`config.mk`:
```
export PLATFORM = sky130hd
export DESIGN_NAME = tagger_deadtime
export DESIGN_NICKNAME = d
export VERILOG_FILES = /design/src/rtl/tagger_deadtime.sv
export SDC_FILE = /design/constraint.sdc
export NUM_CORES = 1
export LEC_CHECK = 0
export CAP_MARGIN = 5
export CORE_MARGIN = 4
export CORE_UTILIZATION = 45
export DETAILED_ROUTE_END_ITERATION = 7
export PLACE_DENSITY_LB_ADDON = 0.12
export REMOVE_ABC_BUFFERS = 1
export SYNTH_ARGS = -nofsm -noshare
export SYNTH_HDL_FRONTEND = slang
export SYNTH_SLANG_ARGS = --single-unit
```
`constraint.sdc`:
```
create_clock -name clk -period 2.1 [get_ports clk]
set_clock_uncertainty 0.05 [all_clocks]
set_input_delay 0.42 -clock clk [delete_from_list [all_inputs] [get_ports clk]]
set_output_delay 0.42 -clock clk [all_outputs]
set_load 0.005 [all_outputs]
```
`src/rtl/tagger_deadtime.sv`:
```
// Per-channel deadtime filter for the tagger front end.
// Forwards edges one cycle late and blocks edges for a set time after each one it accepts.
module tagger_deadtime #(
   parameter int BITS = 1
) (
   input  logic            clk,
   input  logic            rst,
   input  logic [BITS-1:0] in_subtimes,
   input  logic            in_edge_detected,
   output logic [BITS-1:0] out_subtimes,
   output logic            out_edge_detected,
   input  logic [15:0]     conf_deadtime
);

   logic [15:0] cnt;
   logic        accept;

   // An edge passes only when no deadtime window is open
   always_comb begin
      accept = in_edge_detected && (cnt == 16'd0);
   end

   // Register outputs; open a new window on accept, else count an open window down to zero
   always_ff @(posedge clk) begin
      if (rst) begin
         out_edge_detected <= 1'b0;
         out_subtimes      <= '0;
         cnt               <= 16'd0;
      end else begin
         out_edge_detected <= accept;
         out_subtimes      <= in_subtimes;
         if (accept)
            cnt <= conf_deadtime;
         else if (cnt != 16'd0)
            cnt <= cnt - 16'd1;
      end
   end

endmodule

```
==> results of run 1 <==
==> cells by family after synthesis <==
kind of cell	after synthesis	share of synthesized area (%)
compound gates	37	25.2
xor+xnor	7	6.23
fa+ha+maj	2	2.54
buf+inv	10	4.07
flops	18	36.6
simple gates	47	25.3
==> critical path, cell delays in order (launching register included) <==
cell,delay [ns]
dfxtp_1,0.40
nor4_4,0.33
nand2_1,0.17
or4_1,0.53
xor2_1,0.18
a211oi_2,0.22
==> final cells by class <==
cell class / instances / share of cell area [%]
multi-input combinational: 93 / 46.0
sequential: 18 / 27.6
timing repair buffer: 28 / 20.2
clock buffer: 4 / 2.78
tap: 27 / 2.59
inverter: 3 / 0.864
==> metal layers <==
layer	up-vias	global-route usage, %	share of wire [%]
li1	500	-	-
met1	483	25.6	43
met2	40	34.4	50
met3	4	7.63	6.7
met4	0	4.98	0.41
met5	-	0	0
==> sequential cells by signal, summed over array words and instances (netlist names) <==
register	cells
cnt	16
out_edge_detected	1
out_subtimes	1
==> stage by stage <==
stage	util (%)	hold slack (ns)	std cells
after floorplan	-	0.435	114
after global placement	61.9	0.463	169
after detailed placement	61.9	0.493	169
after CTS	63.7	0.512	173
after global routing	64.5	0.552	173
final	64.5	0.501	173
==> power groups by stage <==
| stage | combinational, W | sequential [W] | clock, W |
|---|---|---|---|
| after global placement | 0.00123 | 0.000641 | 0 |
| after global routing | 0.00149 | 0.000683 | 0.000243 |
| after CTS | 0.00129 | 0.000643 | 0.000224 |
| after detailed placement | 0.00127 | 0.000648 | 0 |
| after floorplan | 0.000897 | 0.000609 | 0 |
| final | 0.00134 | 0.000659 | 0.000222 |
==> cells in the final DEF (no fill, tap or decap), types with 2 or more instances in the layout <==
cell type / synthesis / routed
clkbuf_4: 0 / 3
nor3_1: 7 / 6
inv_1: 3 / 3
or3_1: 2 / 2
o21ai_0: 4 / 4
xor2_1: 3 / 3
ha_1: 2 / 2
or3b_2: 2 / 2
xnor2_1: 4 / 4
nor4_1: 2 / 2
nand2_1: 10 / 9
nor2_1: 9 / 9
dfxtp_1: 18 / 18
or4_1: 3 / 3
buf_4: 0 / 7
nand3_1: 6 / 6
clkdlybuf4s50_1: 0 / 21
a21oi_1: 14 / 14
a211oi_1: 5 / 5
a311oi_1: 3 / 3
o31ai_1: 3 / 3
==> synth_stat cells, drive strengths merged (3+ instances only) <==
library cell	number
nor4	3
o21ai	4
nor2	9
or4	3
clkbuf	4
nor3	7
a21oi	14
nand2	10
xor2	3
xnor2	4
a211oi	6
nand3	6
a311oi	3
dfxtp	18
buf	3
o31ai	3
inv	3
==> final timing paths <==
path                           to  slack (ns)  cells after the start
max          cnt[13]$_SDFFE_PP0P_        0.14                      5
min           cnt[0]$_SDFFE_PP0P_        0.50                      1
max reg2reg  cnt[13]$_SDFFE_PP0P_        0.14                      5
min reg2reg   cnt[0]$_SDFFE_PP0P_        0.50                      1
==> timing repair <==
action,4_1_cts,5_1_grt
buffers inserted,0,0
endpoints found under the setup margin,0,6
resized for setup,0,3
==> run summary, run 1 <==
Initial Util: 48.6%
CP startpoint: cnt[7]$_SDFFE_PP0P_
Synth warnings: 0
number of iterations in the first detailed-routing pass: 4
register area: 360 µm²
fin area: 1300 µm²
Max rail drop VDD: 0.908 mV
max frequency: 509 MHz
crit start category: flip-flop
Sequential Power Share: 29.7%
final period utilization: 93.5%
GRT Total Usage: 20.9%
max_cap viols: 0
Logic pwr share: 60.3%
worst-path maximum fanout: 6
Slew headroom: 72.0%
Final TNS setup: 0 ns
Pwr Total: 0.00222 W
Setup WS pre-CTS: 0.0937 ns
hold buffer count at cts: 0
H-Tree Depth: 1
DR vias: 1027
Post-route DRC: 0
1st-iter DRT viols: 25
first-pass GRT wire length: 4490 µm
Post-synth top flop: dfxtp_1
GRT Residual Overflow: 0
diode count: 0
Slew Limit Fails: 0
vias in the first global route: 994
Clk network pwr share: 10.0%
RSZ-0062 raised after global routing: no
Rows: 16
final setup violating endpoints: 0
Crit Path Class: flip-flop to flip-flop
Die Area: 3000 µm²
worst-margin pin slew: 0.419 ns
critical path endpoint category: flip-flop
Post-Place Cell Area: 1250 µm²
initial antenna violation count: 0
hold wc startpoint: cnt[0]$_SDFFE_PP0P_
CTS Buffer Depth: 2
GPL Wtd Cong: 0.890
worst hold path type: flip-flop to flip-flop
Seq cells post-synth: 18
Syn Inst Count: 121
HPWL Detailed: 1960 µm
worst path required time: 2.27 ns
Multi-input gate area: 599 µm²
Die Width: 54.8 µm
Hold Fails Final Rpt: 0
synthesis-to-layout area growth: 32.6%
I/O Pins: 22
status: finished, final reports clean
share of the synthesized area in the top cell type: 36.6%
Clk pin slew, worst setup/hold paths: 0.11 ns
Net Sw Power: 0.00101 W
Num CTS Buffers: 3
Via density: 5.94
CTS root buffer: clkbuf_4
R2R Path Start: cnt[7]$_SDFFE_PP0P_
Vert. Die Dim: 54.8 µm
clock period minus worst slack: 1.96 ns
sw frac: 45.6%
CTS tree: yes
internal power: 0.00121 W
setup ws final: 0.135 ns
Synth cell types: 35
top post-synthesis cells by area: dfxtp_1 37%, a21oi_1 7.1%, a211oi_1 3.8%
Synth async-reset ratio: 0%
# fillers: 184
Final #Nets: 169
Pleak: 0.498 nW
Post-synth EDFFs: 0
leading area contributor after synthesis: dfxtp_1
fraction of layout cells with a size suffix above 1: 12.3%
Arrival @ worst endpoint: 2.14 ns
Post-Syn Area: 983 µm²
routed len/inst: 15.6 µm
largest net degree at the start of global routing: 13
P per Cell Area: 1700 nW/µm²
Mean Syn Cell Area: 8.13 µm²
core area: 2020 µm²
remaining antenna violation count: 0
Seq/Total Area, Yosys: 36.6%
WL final: 2710 µm
Port Buffers: 21
clock sink count: 18
Clock Latency Late Sink: 0.30 ns
No activity file was read; power rests on OpenSTA's default activity.
==> run 2, diff against run 1 <==
CORE_ASPECT_RATIO = 1.2   (was unset)
==> run 2 against run 1 <==
  * Wire length shrank 9.6%
  * Flip-flop and latch count did not move
  * Sequential power decreased by 2%
  * Combinational power fell by 3%
  * Via count shrank 1.6%
  * Largest cell class unchanged
  * Worst hold slack worse by 0.0063 ns
  * First-iteration DRC count fell by 16%
  * Cell count rose by 2.3%
  * Clock-buffer cell count did not move
  * Clock power about the same
==> run summary, run 2 (same netlist as run 1, synthesis figures left out) <==
largest net degree at the start of global routing: 15
hold buffer count at cts: 0
buffer count from post-CTS setup fixing: 0
critical path endpoint category: flip-flop
CTS Buffer Depth: 2
Num CTS Buffers: 3
routed len/inst: 13.8 µm
commonest non-fill, non-tap cell in the layout: clkdlybuf4s50_1
GRT Total Usage: 18.0%
Crit Path Class: flip-flop to flip-flop
worst hold path type: flip-flop to flip-flop
GPL Wtd Cong: 0.905
max_cap viols: 0
Hold Slack: 0.495 ns
H-Tree Depth: 1
Final #Nets: 170
1st-iter DRT viols: 21
clock period minus worst slack: 1.99 ns
Clock Latency Late Sink: 0.30 ns
Hold Fails Final Rpt: 0
fraction of layout cells with a size suffix above 1: 12.2%
Post-route DRC: 0
internal power: 0.00121 W
final setup violating endpoints: 0
Net Sw Power: 0.000951 W
Crit path buffers/inverters: 0
status: finished, final reports clean
Clk network pwr share: 10.2%
Sequential Power Share: 29.8%
Max rail drop VDD: 0.960 mV
core area: 2070 µm²
PostCTS Resize Cnt: 0
cells along the critical path: nor4_2 > nand2_1 > or4_1 > xor2_1 > a211oi_2
P per Cell Area: 1650 nW/µm²
Top Registers: cnt: 16 flops, out_edge_detected: 1 flops, out_subtimes: 1 flops
Final TNS setup: 0 ns
Die Width: 50.7 µm
commonest cells after routing, fill and taps aside: 21 x clkdlybuf4s50_1, 18 x dfxtp_1, 14 x a21oi_1, 10 x nand2_1, 9 x nor2_1
worst path required time: 2.27 ns
GRT Residual Overflow: 0
Slowest-stage cell, CP: or4_1
clock sink count: 18
Pleak: 0.500 nW
Slew Limit Fails: 0
diode count: 0
critical path's top delay family: simple AND/OR/NAND/NOR gates
final period utilization: 94.7%
DR vias: 1011
vias in the first global route: 971
register with the most flip-flops: cnt
number of iterations in the first detailed-routing pass: 4
CTS tree: yes
Clk pin slew, worst setup/hold paths: 0.11 ns
Die Area: 3000 µm²
Initial Util: 47.5%
remaining antenna violation count: 0
Slew headroom: 64.9%
WL final: 2450 µm
# fillers: 201
first-pass GRT wire length: 4140 µm
Logic pwr share: 60.0%
worst-path maximum fanout: 6
HPWL Detailed: 1870 µm
slowest stage delay, CP: 0.51 ns
max reg flops: 16
Via density: 5.71
max frequency: 503 MHz
crit start category: flip-flop
CTS root buffer: clkbuf_4
RSZ-0062 raised after global routing: no
Multi-input gate area: 591 µm²
Vert. Die Dim: 59.2 µm
sw frac: 44.0%
synthesis-to-layout area growth: 32.8%
I/O Pins: 22
register area: 360 µm²
Arrival @ worst endpoint: 2.15 ns
Port Buffers: 21
initial antenna violation count: 0
worst-margin pin slew: 0.525 ns
Rows: 18
## run 2: cell count changes in the layout (fill, tap and decap cells not counted), sizes merged
cell  change
buf       +1
## run 2: area by class of cell
| type | instances | area share, % |
|---|---|---|
| Tap cell | 30 | 2.87 |
| Clock buffer | 4 | 2.78 |
| Sequential cell | 18 | 27.6 |
| Multi-Input combinational cell | 93 | 45.2 |
| Inverter | 3 | 0.862 |
| Timing Repair Buffer | 29 | 20.7 |
## run 2: power by group through the flow
stage / Clock [W] / Sequential [W] / Combinational [W]
floorplan: 0 / 0.000609 / 0.000897
global placement: 0 / 0.000645 / 0.00124
detailed placement: 0 / 0.000649 / 0.00127
CTS: 0.000230 / 0.000641 / 0.00128
global route: 0.000237 / 0.000665 / 0.00147
finish: 0.000221 / 0.000643 / 0.00130
## run 2: final timing paths
check,startpoint,endpoint,slack [ns],cells past startpoint
min,cnt[0]$_SDFFE_PP0P_,cnt[0]$_SDFFE_PP0P_,0.49,1
min reg2reg,cnt[0]$_SDFFE_PP0P_,cnt[0]$_SDFFE_PP0P_,0.49,1
max,cnt[7]$_SDFFE_PP0P_,cnt[13]$_SDFFE_PP0P_,0.11,5
max reg2reg,cnt[7]$_SDFFE_PP0P_,cnt[13]$_SDFFE_PP0P_,0.11,5
## run 2: layer usage
metal | share of wire (%) | vias to the layer above | GRT usage, %
met4 | 2.0 | 0 | 9.62
li1 | - | 505 | -
met3 | 4.7 | 6 | 4.03
met2 | 48 | 18 | 30.8
met5 | 0 | - | 0
met1 | 45 | 482 | 21.0
## run 2: per-stage QoR
step | setup slack [ns] | cells | util [%] | total power (W) | instance area [µm²]
floorplan | 0.117 | 114 | - | 0.00151 | 955
global placement | 0.205 | 173 | 60.9 | 0.00189 | 1260
detailed placement | 0.135 | 173 | 60.9 | 0.00192 | 1260
CTS | 0.103 | 177 | 62.7 | 0.00215 | 1300
global route | 0.0176 | 177 | 63.0 | 0.00237 | 1310
finish | 0.112 | 177 | 63.0 | 0.00216 | 1310
